$ cat src/rtl/imm_inst_encoder_pkg.sv
// imm_inst_encoder_pkg: format/opcode-class constants and signed-range helper; IMM_RANGE_CHK_EN enables range flags
package imm_inst_encoder_pkg;
  localparam logic [2:0] FMT_R = 3'd0, FMT_I = 3'd1, FMT_S = 3'd2, FMT_B = 3'd3,
                         FMT_U = 3'd4, FMT_J = 3'd5, FMT_LI = 3'd6;
  localparam logic [4:0] OPC_LOAD = 5'b00000, OPC_OPIMM = 5'b00100, OPC_AUIPC = 5'b00101,
                         OPC_OPIMM32 = 5'b00110, OPC_STORE = 5'b01000, OPC_OP = 5'b01100,
                         OPC_LUI = 5'b01101, OPC_OP32 = 5'b01110, OPC_BRANCH = 5'b11000,
                         OPC_JALR = 5'b11001, OPC_JAL = 5'b11011, OPC_SYSTEM = 5'b11100;
`ifdef IMM_RANGE_CHK_EN
  localparam bit RANGE_CHK = 1'b1;
`else
  localparam bit RANGE_CHK = 1'b0;
`endif
  function automatic logic fits(input logic [63:0] v, input int unsigned n);
    logic [63:0] s;
    s = 64'($signed(v) >>> (n - 1));
    return s == '0 || s == '1;
  endfunction
endpackage

$ cat src/rtl/imm_inst_encoder_if.sv
// imm_inst_encoder_if: request (in_*) and encoded-word (out_*) valid/ready bus; master = requester/consumer, slave = encoder
interface imm_inst_encoder_if #(parameter int XLEN = 64);
  logic in_valid, in_ready;
  logic [2:0] in_fmt, in_funct3;
  logic [4:0] in_opc, in_rd, in_rs1, in_rs2;
  logic [6:0] in_funct7;
  logic [XLEN-1:0] in_imm;
  logic out_valid, out_ready, out_last, out_err;
  logic [31:0] out_inst;
  modport master(output in_valid, in_fmt, in_opc, in_rd, in_rs1, in_rs2, in_funct3, in_funct7, in_imm, out_ready,
                 input in_ready, out_valid, out_inst, out_last, out_err);
  modport slave(input in_valid, in_fmt, in_opc, in_rd, in_rs1, in_rs2, in_funct3, in_funct7, in_imm, out_ready,
                output in_ready, out_valid, out_inst, out_last, out_err);
endinterface

$ cat src/rtl/imm_inst_encoder_imm_field_pack.sv
// imm_field_pack: packs fmt/opc/regs/funct/imm into a 32-bit word; err flags out-of-range imm (IMM_RANGE_CHK_EN)
module imm_field_pack import imm_inst_encoder_pkg::*; #(
  parameter int XLEN = 64
) (
  input  logic [2:0]      fmt,
  input  logic [4:0]      opc,
  input  logic [4:0]      rd,
  input  logic [4:0]      rs1,
  input  logic [4:0]      rs2,
  input  logic [2:0]      funct3,
  input  logic [6:0]      funct7,
  input  logic [XLEN-1:0] imm,
  output logic [31:0]     inst,
  output logic            err
);
  logic [63:0] v;
  logic [6:0] op;
  logic shift, rng;
  logic [11:0] iimm;
  always_comb begin
    v = 64'($signed(imm));
    op = {opc, 2'b11};
    shift = fmt == FMT_I && (opc == OPC_OPIMM || opc == OPC_OPIMM32) && funct3[1:0] == 2'b01;
    // shifts: RV64 OP-IMM carries funct6 over a 6-bit shamt, OP-IMM-32 funct7 over a 5-bit shamt
    iimm = !shift ? imm[11:0] : opc == OPC_OPIMM ? {funct7[6:1], imm[5:0]} : {funct7, imm[4:0]};
    inst = fmt == FMT_R ? {funct7, rs2, rs1, funct3, rd, op} :
           fmt == FMT_I ? {iimm, rs1, funct3, rd, op} :
           fmt == FMT_S ? {imm[11:5], rs2, rs1, funct3, imm[4:0], op} :
           fmt == FMT_B ? {imm[12], imm[10:5], rs2, rs1, funct3, imm[4:1], imm[11], op} :
           fmt == FMT_U ? {imm[31:12], rd, op} :
           fmt == FMT_J ? {imm[20], imm[10:1], imm[11], imm[19:12], rd, op} : {25'b0, op};
    rng = fmt == FMT_I || fmt == FMT_S ? !fits(v, 12) :
          fmt == FMT_B ? !fits(v, 13) || imm[0] :
          fmt == FMT_J ? !fits(v, 21) || imm[0] :
          fmt == FMT_U ? |imm[11:0] || !fits(v, 32) : 1'b0;
  end
  assign err = RANGE_CHK && rng;
endmodule

$ cat src/rtl/imm_inst_encoder.sv
// imm_inst_encoder: streams RV64I words from decoded fields, expanding LI into LUI+ADDIW
// ports: clk, rst_n (async active-low), bus (imm_inst_encoder_if.slave); IMM_RANGE_CHK_EN drives out_err
module imm_inst_encoder import imm_inst_encoder_pkg::*; #(
  parameter int XLEN     = 64,
  parameter bit LI_SHORT = 1'b1
) (
  input logic              clk,
  input logic              rst_n,
  imm_inst_encoder_if.slave bus
);
  localparam logic [0:0] S_IDLE = 1'b0, S_LI2 = 1'b1;
  logic [0:0] st;
  logic [4:0] lrd, p_opc, p_rd, p_rs1;
  logic [11:0] llo;
  logic [19:0] hi20;
  logic [2:0] p_fmt, p_f3;
  logic [XLEN-1:0] p_imm;
  logic [31:0] p_inst;
  logic is_li, short_li, li2, li_err, pk_err, accept;
  always_comb begin
    // +0x800 pre-rounds so the sign-extended ADDIW lo12 lands back on the constant
    hi20 = 20'((bus.in_imm[31:0] + 32'h800) >> 12);
    is_li = bus.in_fmt == FMT_LI;
    short_li = LI_SHORT && hi20 == 20'd0;
    li2 = st == S_LI2;
    li_err = RANGE_CHK && !fits(64'($signed(bus.in_imm)), 32);
    accept = bus.in_valid && bus.in_ready;
    p_fmt = li2 || (is_li && short_li) ? FMT_I : is_li ? FMT_U : bus.in_fmt;
    p_opc = li2 || (is_li && short_li) ? OPC_OPIMM32 : is_li ? OPC_LUI : bus.in_opc;
    p_rd = li2 ? lrd : bus.in_rd;
    p_rs1 = li2 ? lrd : is_li ? 5'd0 : bus.in_rs1;
    p_f3 = li2 || is_li ? 3'd0 : bus.in_funct3;
    p_imm = li2 ? XLEN'($signed(llo)) :
            !is_li ? bus.in_imm :
            short_li ? XLEN'($signed(bus.in_imm[11:0])) : XLEN'($signed({hi20, 12'b0}));
  end
  assign bus.in_ready = !li2 && (!bus.out_valid || bus.out_ready);
  imm_field_pack #(.XLEN(XLEN)) u_pack (
    .fmt(p_fmt), .opc(p_opc), .rd(p_rd), .rs1(p_rs1), .rs2(bus.in_rs2), .funct3(p_f3),
    .funct7(bus.in_funct7), .imm(p_imm), .inst(p_inst), .err(pk_err)
  );
  always_ff @(posedge clk or negedge rst_n)
    if (!rst_n) begin
      st <= S_IDLE;
      lrd <= '0;
      llo <= '0;
      bus.out_valid <= 1'b0;
      bus.out_inst <= '0;
      bus.out_last <= 1'b0;
      bus.out_err <= 1'b0;
    end else if (li2) begin
      // LUI word is still presented; out_err already carries the LI flag for both words
      if (bus.out_ready) begin
        bus.out_inst <= p_inst;
        bus.out_last <= 1'b1;
        st <= S_IDLE;
      end
    end else if (accept) begin
      bus.out_valid <= 1'b1;
      bus.out_inst <= p_inst;
      bus.out_last <= !is_li || short_li;
      bus.out_err <= is_li ? li_err : pk_err;
      if (is_li && !short_li) begin
        st <= S_LI2;
        lrd <= bus.in_rd;
        llo <= bus.in_imm[11:0];
      end
    end else if (bus.out_ready) bus.out_valid <= 1'b0;
endmodule

$ cat src/flat_wrapper.sv
// flat-port wrapper written by rule: the top's interface ports become plain ports
module imm_inst_encoder_flat import imm_inst_encoder_pkg::*;
#(
  parameter int XLEN     = 64,
  parameter bit LI_SHORT = 1'b1
)
  (clk, rst_n, bus_in_valid, bus_in_fmt, bus_in_opc, bus_in_rd, bus_in_rs1, bus_in_rs2, bus_in_funct3, bus_in_funct7, bus_in_imm, bus_out_ready, bus_in_ready, bus_out_valid, bus_out_inst, bus_out_last, bus_out_err);
  imm_inst_encoder_if #(.XLEN(XLEN)) bus_i ();
  input logic clk;
  input logic rst_n;
  input wire logic [$bits(bus_i.in_valid)-1:0] bus_in_valid;
  input wire logic [$bits(bus_i.in_fmt)-1:0] bus_in_fmt;
  input wire logic [$bits(bus_i.in_opc)-1:0] bus_in_opc;
  input wire logic [$bits(bus_i.in_rd)-1:0] bus_in_rd;
  input wire logic [$bits(bus_i.in_rs1)-1:0] bus_in_rs1;
  input wire logic [$bits(bus_i.in_rs2)-1:0] bus_in_rs2;
  input wire logic [$bits(bus_i.in_funct3)-1:0] bus_in_funct3;
  input wire logic [$bits(bus_i.in_funct7)-1:0] bus_in_funct7;
  input wire logic [$bits(bus_i.in_imm)-1:0] bus_in_imm;
  input wire logic [$bits(bus_i.out_ready)-1:0] bus_out_ready;
  output wire logic [$bits(bus_i.in_ready)-1:0] bus_in_ready;
  output wire logic [$bits(bus_i.out_valid)-1:0] bus_out_valid;
  output wire logic [$bits(bus_i.out_inst)-1:0] bus_out_inst;
  output wire logic [$bits(bus_i.out_last)-1:0] bus_out_last;
  output wire logic [$bits(bus_i.out_err)-1:0] bus_out_err;
  assign bus_i.in_valid = bus_in_valid;
  assign bus_i.in_fmt = bus_in_fmt;
  assign bus_i.in_opc = bus_in_opc;
  assign bus_i.in_rd = bus_in_rd;
  assign bus_i.in_rs1 = bus_in_rs1;
  assign bus_i.in_rs2 = bus_in_rs2;
  assign bus_i.in_funct3 = bus_in_funct3;
  assign bus_i.in_funct7 = bus_in_funct7;
  assign bus_i.in_imm = bus_in_imm;
  assign bus_i.out_ready = bus_out_ready;
  assign bus_in_ready = bus_i.in_ready;
  assign bus_out_valid = bus_i.out_valid;
  assign bus_out_inst = bus_i.out_inst;
  assign bus_out_last = bus_i.out_last;
  assign bus_out_err = bus_i.out_err;
  imm_inst_encoder #(.XLEN(XLEN), .LI_SHORT(LI_SHORT)) u_core (.clk(clk), .rst_n(rst_n), .bus(bus_i));
endmodule
$ cat config.mk
export PLATFORM = sky130hd
export DESIGN_NAME = imm_inst_encoder_flat
export DESIGN_NICKNAME = d
export VERILOG_FILES = /design/src/rtl/imm_inst_encoder_pkg.sv /design/src/rtl/imm_inst_encoder_if.sv /design/src/rtl/imm_inst_encoder_imm_field_pack.sv /design/src/rtl/imm_inst_encoder.sv /design/src/flat_wrapper.sv
export SDC_FILE = /design/constraint.sdc
export NUM_CORES = 1
export LEC_CHECK = 0
export CAP_MARGIN = 40
export CORE_UTILIZATION = 45
export CTS_CLUSTER_SIZE = 30
export DETAILED_ROUTE_END_ITERATION = 6
export PLACE_DENSITY = 0.84
export SYNTH_ARGS = -nofsm -noshare
export SYNTH_HDL_FRONTEND = slang
export SYNTH_HIERARCHICAL = 1
export SYNTH_SLANG_ARGS = --single-unit
$ cat constraint.sdc
create_clock -name clk -period 3.69 [get_ports clk]
set_input_delay 0.738 -clock clk [delete_from_list [all_inputs] [get_ports clk]]
set_output_delay 0.738 -clock clk [all_outputs]
set_load 0.01 [all_outputs]
# == After elaboration in Yosys (flattened, before gate mapping) ==
# Index checks and enable logic that the tools add are counted.
# classes
add_sub_neg,1
eq_ne,10
mux,31
bitwise,1
n_reduce_logical,22
# ops
cell,count
32-bit 2-to-1 mux,12
32-bit by 12-bit adder with 32-bit output (second input constant),1
5-bit 2-to-1 mux,5
20-bit zero test,1
12-bit 2-to-1 mux,1
5-bit by 3-bit == test with 1-bit output (second input constant),2
3-bit == test (second input constant),3
1-bit 2-to-1 mux,9
3-bit 2-to-1 mux,3
3-bit by 2-bit == test with 1-bit output (second input constant),2
1-bit logical AND,6
6-bit 2-to-1 mux,1
1-bit logical OR,5
1-bit zero test,4
2-bit AND reduction,2
2-bit nonzero test,2
3-bit by 1-bit == test with 1-bit output (second input constant),1
3-bit zero test,1
3-bit AND reduction,1
2-bit by 1-bit == test with 1-bit output (second input constant),1
2-bit inequality test (second input constant),1
1-bit inverter,1
# word_totals
reg_bits,52

# == Logic depth before layout (Yosys ltp) ==
# Gate-level depths: netlist (run 1).
# logic_depth
ltp_word,14
ltp_mapped,16

# == Cells and area by module ==
# The synthesis (run 1) kept the hierarchy.
# modules_own_cells
mod,n_inst,cells_each,area_each_um2,seq_area_each_um2
imm_inst_encoder,1,377,3639.7,1326.3
imm_field_pack,1,115,773.2,0.0

# == Least setup slack after synthesis (run 1) ==
# No wires, ideal clock.
# synth_path
path_type,input -> register
startpoint,in bus_in_imm[14]
endpoint,reg u_core.bus.out_inst[28]
arrival_ps,3823
setup_slack_ps,-258
stages,14
cell_sequence,buf_2 > and4_1 > a2111oi_1 > a31oi_1 > nor4_1 > and4_1 > buf_4 > a21oi_1 > o21a_1 > nor4b_4 > nand3_4 > mux2_4 > a221o_1 > mux2_2
# synth_between
elab_chain_len,14
elab_cells_between_ends,30
classes_between,1 x add/sub; 7 x eq/ne; 15 x mux; 7 x reduce/logical
# synth_lines
element,line_no,source
from (decl),flat_wrapper.sv:19,input wire logic [$bits(bus_i.in_imm)-1:0] bus_in_imm;
32-bit by 12-bit adder with 32-bit output (*),imm_inst_encoder.sv:22,hi20 = 20'((bus.in_imm[31:0] + 32'h800) >> 12);
20-bit zero test (*),imm_inst_encoder.sv:24,short_li = LI_SHORT && hi20 == 20'd0;
1-bit logical AND (*),imm_inst_encoder.sv:29,p_opc = li2 || (is_li && short_li) ? OPC_OPIMM32 : is_li ? OPC_LUI : bus.in_opc;
1-bit logical OR (*),imm_inst_encoder.sv:29,
5-bit 2-to-1 mux (*),imm_inst_encoder.sv:29,
net u_core.p_opc[0],imm_inst_encoder.sv:13,"logic [4:0] lrd, p_opc, p_rd, p_rs1;"
5-bit by 3-bit == test with 1-bit output,imm_inst_encoder_imm_field_pack.sv:23,shift = fmt == FMT_I && (opc == OPC_OPIMM || opc == OPC_OPIMM32) && funct3[1:0] == 2'b01;
1-bit logical OR (*),imm_inst_encoder_imm_field_pack.sv:23,
1-bit logical AND (*) (2 in series),imm_inst_encoder_imm_field_pack.sv:23,
12-bit 2-to-1 mux (*),imm_inst_encoder_imm_field_pack.sv:25,"iimm = !shift ? imm[11:0] : opc == OPC_OPIMM ? {funct7[6:1], imm[5:0]} : {funct7, imm[4:0]};"
32-bit 2-to-1 mux (*),imm_inst_encoder_imm_field_pack.sv:27,"fmt == FMT_I ? {iimm, rs1, funct3, rd, op} :"
32-bit 2-to-1 mux (*),imm_inst_encoder_imm_field_pack.sv:26,"inst = fmt == FMT_R ? {funct7, rs2, rs1, funct3, rd, op} :"
net u_core.p_inst[28],imm_inst_encoder.sv:18,logic [31:0] p_inst;
32-bit 2-to-1 mux (on tied branches),"imm_inst_encoder.sv:58, imm_inst_encoder.sv:53",
32-bit 2-to-1 mux (*),imm_inst_encoder.sv:51,end else if (li2) begin
to (signal assigned),imm_inst_encoder.sv:54,bus.out_inst <= p_inst;
to (signal assigned),imm_inst_encoder.sv:60,bus.out_inst <= p_inst;
to (decl),imm_inst_encoder_if.sv:13,"output in_ready, out_valid, out_inst, out_last, out_err);"
# The timed path passes the listed nets; every way through them passes the cells marked *. The select of a mux whose other input is x is not followed.
# A chain may end at the register's enable or synchronous reset.

# == Worst setup path after layout (run 1) ==
# layout_path
startpoint,in bus_in_imm[12]
endpoint,reg u_core.bus.out_inst[29]
# The elaborated chain is that of the path after synthesis.

==> flow_summary.toml, run 1 <==
[worst_setup_path]
cp-end-kind = "register"
cp.required_ns = 3.89
crit_path_start_kind = "input pin"
reg2reg_setup_slack_ns = 0.84
crit_fanout = 8
ff2ff_path_depth = 7
r2r-start = "u_core/li2"
crit_type = "in2reg"
crit_arrival_ns = 3.82
reg2reg_to = "u_core/bus.out_inst[29]"

[clocking]
cts_made_buffers = 5
root_buffer = "clkbuf_8"
cts_tree = "done"
clk_latency_ns = 0.32
htreeDepth = 2
clock_sinks = 53
cts_buffer_depth = 2
clk_pin_slew_ns = 0.09
hold_buffers = 0

[detailed_routing]
firstDrtPassIters = 7
viasPerCell = 5.90
wl_per_cell_um = 18.1
wirelength_mm = 13.0
drt_iter0_markers = 287
drcViolationCount = 8
ant_nets = 0
num_vias = 4248

[sta]
hold_viol = 0
tightest_slew_ns = 0.689
fin_crit_ns = 3.61
rsz0062_at_grt = "yes"
setup_viol = 0
clock.fmax_mhz = 277
drv_slew = 0
clock_skew_ns = 0.0105
setup_ws_ns = 0.0766
maxSlewHeadroom_pct = 54.1
min_period_over_period_pct = 97.9

[synthesis]
postSynthCellCount = 455
avgSynthCellArea_um2 = 9.10
syn_area_um2 = 4140
ys_warn_count = 6

[pwr]
leakage_nw = 2.63
ir_drop_v = 0.000221
power_density_nw_per_um2 = 340
power_mw = 2.07

[job]
maxCapViolCount = 0

[final_layout]
diodes = 0
finalNonFillerCells = 720
fin_area_um2 = 6100
final_util_pct = 69.3
drive_above_1_share_pct = 35.3
area_delta_synth_final_pct = 47.2
nets = 713

[place]
post_dp_cell_area_um2 = 5830
place_inst = 702
hpwl_mm = 9.70
globalplace.congestion = 0.896
numPortBuffers = 104
pre_cts_ws_ns = -0.835

[floorplan]
die_w_um = 98.0
die_y_um = 98.0
core-area_um2 = 8810
die_area_um2 = 9590
fp-row-count = 34
io_pins = 137
start_util_pct = 47.0

[global_route]
first_global_vias = 4225
grt_pass1_wl_mm = 20.7
grtUsageTotal_pct = 26.8
grt_max_degree = 35
antenna_found_initial = 0
overflow = 0

[outcome]
violations = "design-rule violations"
status = "finished with violations"

[worst_hold_path]
hold_path.class = "in2async"
-- flip-flops by register name, summed over array words and instances, names as in the netlist --
signal                flops
u_core/llo               12
u_core/bus.out_inst      32
u_core/lrd                5
u_core/bus.out_last       1
u_core/bus.out_valid      1
u_core/li2                1
u_core/bus.out_err        1
-- critical path: stages --
cell	delay, ns
buf_8	0.10
buf_6	0.12
a211o_1	0.30
a21oi_2	0.14
o21bai_1	0.09
nor4_2	0.31
and4_4	0.30
a21oi_4	0.07
o21a_1	0.17
nor4b_4	0.32
nand3_4	0.20
mux2_4	0.33
a221o_1	0.35
mux2_4	0.27
-- layout make-up --
cell class	instances	area [um2]
multi-input combinational	342	2720
fill	620	2710
timing repair buffer	194	1740
sequential	53	1330
tap	108	135
clock buffer	5	68.8
inverter	15	56.3
clock inverter	3	46.3
-- report_power, final --
group	switching, mW	leakage [nW]	internal [mW]
Combinational	0.355	1.93	0.502
Clock	0.205	0.0543	0.203
Sequential	0.0869	0.646	0.720
-- how the worst max path moves through the flow --
stage	startpoint	endpoint	slack [ns]
2_1_floorplan	bus_in_imm[18]	u_core/bus.out_inst[28]	0.01
3_3_place_gp	bus_in_imm[11]	u_core/bus.out_inst[28]	-0.74
5_1_grt	bus_in_imm[15]	u_core/bus.out_inst[29]	-0.06
4_1_cts	bus_in_imm[11]	u_core/bus.out_inst[28]	0.008
6_report	bus_in_imm[12]	u_core/bus.out_inst[29]	0.08
3_5_place_dp	bus_in_imm[11]	u_core/bus.out_inst[28]	-0.83
-- placed cells by master, fill, tap and decap left out, types with 3 or more instances in the layout --
| master | n |
|---|---|
| clkbuf_2 | 10 |
| xor2_1 | 11 |
| and4_4 | 4 |
| buf_2 | 3 |
| clkbuf_8 | 5 |
| nand3_1 | 4 |
| o21ai_0 | 58 |
| a21oi_1 | 8 |
| xnor2_1 | 11 |
| conb_1 | 3 |
| a221o_1 | 5 |
| a22o_1 | 11 |
| dfrtp_1 | 53 |
| or2_2 | 3 |
| clkdlybuf4s50_1 | 83 |
| a311oi_2 | 3 |
| buf_6 | 11 |
| a31oi_1 | 5 |
| buf_12 | 4 |
| nor2_1 | 16 |
| buf_4 | 77 |
| nand3_4 | 3 |
| mux2_2 | 51 |
| inv_1 | 14 |
| nor3_1 | 3 |
| mux2_4 | 12 |
| nand4_1 | 6 |
| nand2_1 | 47 |
| a22oi_1 | 4 |
| and2_1 | 9 |
| a211oi_1 | 6 |
| a21o_1 | 3 |
| mux2i_1 | 11 |
-- stage by stage --
stage          hold WS [ns]  setup TNS (ns)
5_1_grt               0.267         -0.0912
4_1_cts               0.267               0
6_report              0.267               0
3_3_place_gp          0.479          -12.29
3_5_place_dp          0.495          -13.98
2_1_floorplan         0.442               0
-- per-layer routing --
| layer | global-route usage (%) | up-vias | wire length (um) |
|---|---|---|---|
| li1 | - | 1950 | - |
| met1 | 33.0 | 2048 | 5240 |
| met2 | 48.0 | 207 | 6560 |
| met3 | 2.93 | 43 | 792 |
| met4 | 10.4 | 0 | 450 |
| met5 | 0 | - | 0 |
-- what timing repair did --
item                                    in CTS  in global routing
buffers inserted                             4                  6
cloned                                       0                  0
pin swaps                                   14                 23
resized for setup                           50                 51
endpoints found under the setup margin      23                 12
Power figures use the tool's default switching activity.
==> run 2, diff against run 1 <==
--- a/config.mk
+++ b/config.mk
@@ -6,10 +6,10 @@
 export NUM_CORES = 1
 export LEC_CHECK = 0
 export CAP_MARGIN = 40
-export CORE_UTILIZATION = 45
+export CORE_UTILIZATION = 30
 export CTS_CLUSTER_SIZE = 30
 export DETAILED_ROUTE_END_ITERATION = 6
-export PLACE_DENSITY = 0.84
+export PLACE_DENSITY = 0.62
 export SYNTH_ARGS = -nofsm -noshare
 export SYNTH_HDL_FRONTEND = slang
 export SYNTH_HIERARCHICAL = 1
==> flow_summary.toml, run 2 (synthesis gave the netlist of run 1 again) <==
[pwr]
cellInternalPower_mw = 1.55
leakage_nw = 2.70
pwr-share-clk_pct = 24.4
p_comb_share_pct = 38.9
pwr-share-seq_pct = 36.7
power_density_nw_per_um2 = 346
p_sw_share_pct = 29.3
ir_drop_v = 0.000213
power.switching_mw = 0.641

[place]
numPortBuffers = 104
globalplace.congestion = 0.842
place_inst = 782
hpwl_mm = 10.3

[outcome]
violations = "negative setup slack"
status = "finished with violations"

[sta]
hold_viol = 0
clock.fmax_mhz = 266
fin_crit_ns = 3.76
setup_ws_ns = -0.0703
setup_viol = 6
rsz0062_at_grt = "yes"
clock_skew_ns = 0.00403
drv_slew = 0
min_period_over_period_pct = 102

[floorplan]
fp-row-count = 42
die_w_um = 120
start_util_pct = 31.0
core-area_um2 = 13300
io_pins = 137
die_area_um2 = 14300
die_y_um = 120

[detailed_routing]
viasPerCell = 5.06
wl_per_cell_um = 16.6
ant_nets = 0
num_vias = 4051
drt_iter0_markers = 218
wirelength_mm = 13.3
firstDrtPassIters = 4
drcViolationCount = 0

[clocking]
cts_made_buffers = 5
cts_buffer_depth = 2
clk_latency_ns = 0.29
clk_pin_slew_ns = 0.07
hold_buffers = 0
cts_tree = "done"
htreeDepth = 2
root_buffer = "clkbuf_16"
clock_sinks = 53

[global_route]
first_global_vias = 4192
grtUsageTotal_pct = 18.8
overflow = 0
grt_max_degree = 39
antenna_found_initial = 0
grt_pass1_wl_mm = 21.3

[final_layout]
finalNonFillerCells = 800
mostFrequentLayoutCells = "91 x buf_4, 83 x clkdlybuf4s50_1, 58 x o21ai_0"
area_delta_synth_final_pct = 52.9
diodes = 0
final_util_pct = 47.5
largest_register = "u_core/bus.out_inst"
final_common_cell = "buf_4"
largest_reg_flops = 32
drive_above_1_share_pct = 35.4
largestRegisters = "u_core/bus.out_inst: 32 flops, u_core/llo: 12 flops, u_core/lrd: 5 flops"
nets = 725

[worst_setup_path]
crit_path_frequent_cell = "mux2_4"
crit_path_start_kind = "input pin"
crit_slowest_cell = "mux2_4"
slowest_delay_ns = 0.34
path_cells = "buf_8 > ha_4 > buf_6 > a311o_1 > o21ai_1 > a31oi_1 > nor4_2 > and4_4 > a21oi_4 > o21a_1 > nor4b_4 > nand3_4 > mux2_4 > a221o_1 > mux2_4"
endpoint = "u_core/bus.out_inst[29]"
crit_fanout = 8
crit_type = "in2reg"
ff2ff_path_depth = 8
r2r-start = "u_core/li2"
crit_arrival_ns = 3.93
reg2reg_setup_slack_ns = 1.07
cp-end-kind = "register"
cp.required_ns = 3.86
reg2reg_to = "u_core/bus.out_inst[29]"
cp-startpoint = "bus_in_imm[12]"

[job]
maxCapViolCount = 0

[worst_hold_path]
hold_path.class = "in2async"
run 2: power groups by stage:
stage / Combinational (mW) / Sequential [mW] / Clock [mW]
finish: 0.852 / 0.804 / 0.534
CTS: 0.843 / 0.805 / 0.548
detailed placement: 0.836 / 0.816 / 0
floorplan: 0.373 / 0.838 / 0
global placement: 0.821 / 0.809 / 0
global route: 0.916 / 0.823 / 0.571
run 2: worst min path at each step:
stage / endpoint / slack [ns] / depth (start not counted)
after floorplan: u_core/bus.out_err / 0.44 / 0
after global placement: u_core/bus.out_err / 0.48 / 2
after detailed placement: u_core/bus.out_err / 0.48 / 2
after CTS: u_core/lrd[1] / 0.32 / 1
after global routing: u_core/lrd[1] / 0.33 / 1
final: u_core/lrd[1] / 0.32 / 1
run 2: area by class of cell:
class	instances	area [um2]
fill	1285	7010
multi-input combinational	342	2720
timing repair buffer	206	1840
sequential	53	1330
tap	176	220
clock buffer	5	125
inverter	15	56.3
clock inverter	3	46.3
run 2: repair_timing:
item,CTS,global route
setup endpoints to repair,25,10
gates resized for setup,52,32
pin swaps,15,17
setup buffers,5,5
run 2: metrics by stage:
stage	hold WS [ns]	setup TNS, ns	area [um2]	total power [mW]	setup WS (ns)
6_report	0.324	-0.126	6330	2.19	-0.0703
5_1_grt	0.329	-0.890	6330	2.31	-0.186
4_1_cts	0.322	0	6240	2.20	0.00270
3_5_place_dp	0.480	-14.70	5980	1.65	-0.844
3_3_place_gp	0.476	-12.88	5960	1.63	-0.756
2_1_floorplan	0.442	0	4280	1.21	0.00982
run 2: worst max-delay path, delay by kind of cell:
family | cells | cell delay [ns]
buffers and inverters | 2 | 0.21
adders and majority gates | 1 | 0.17
and+or+nand+nor | 4 | 1.13
muxes | 2 | 0.60
AOI/OAI and AO/OA | 6 | 1.07
run 2: layer usage:
layer / vias to the layer above / share of wire, % / track usage, %
li1: 1965 / - / -
met1: 1959 / 45 / 25.1
met2: 111 / 48 / 31.6
met3: 16 / 5.7 / 2.76
met4: 0 / 1.5 / 4.77
met5: - / 0 / 0
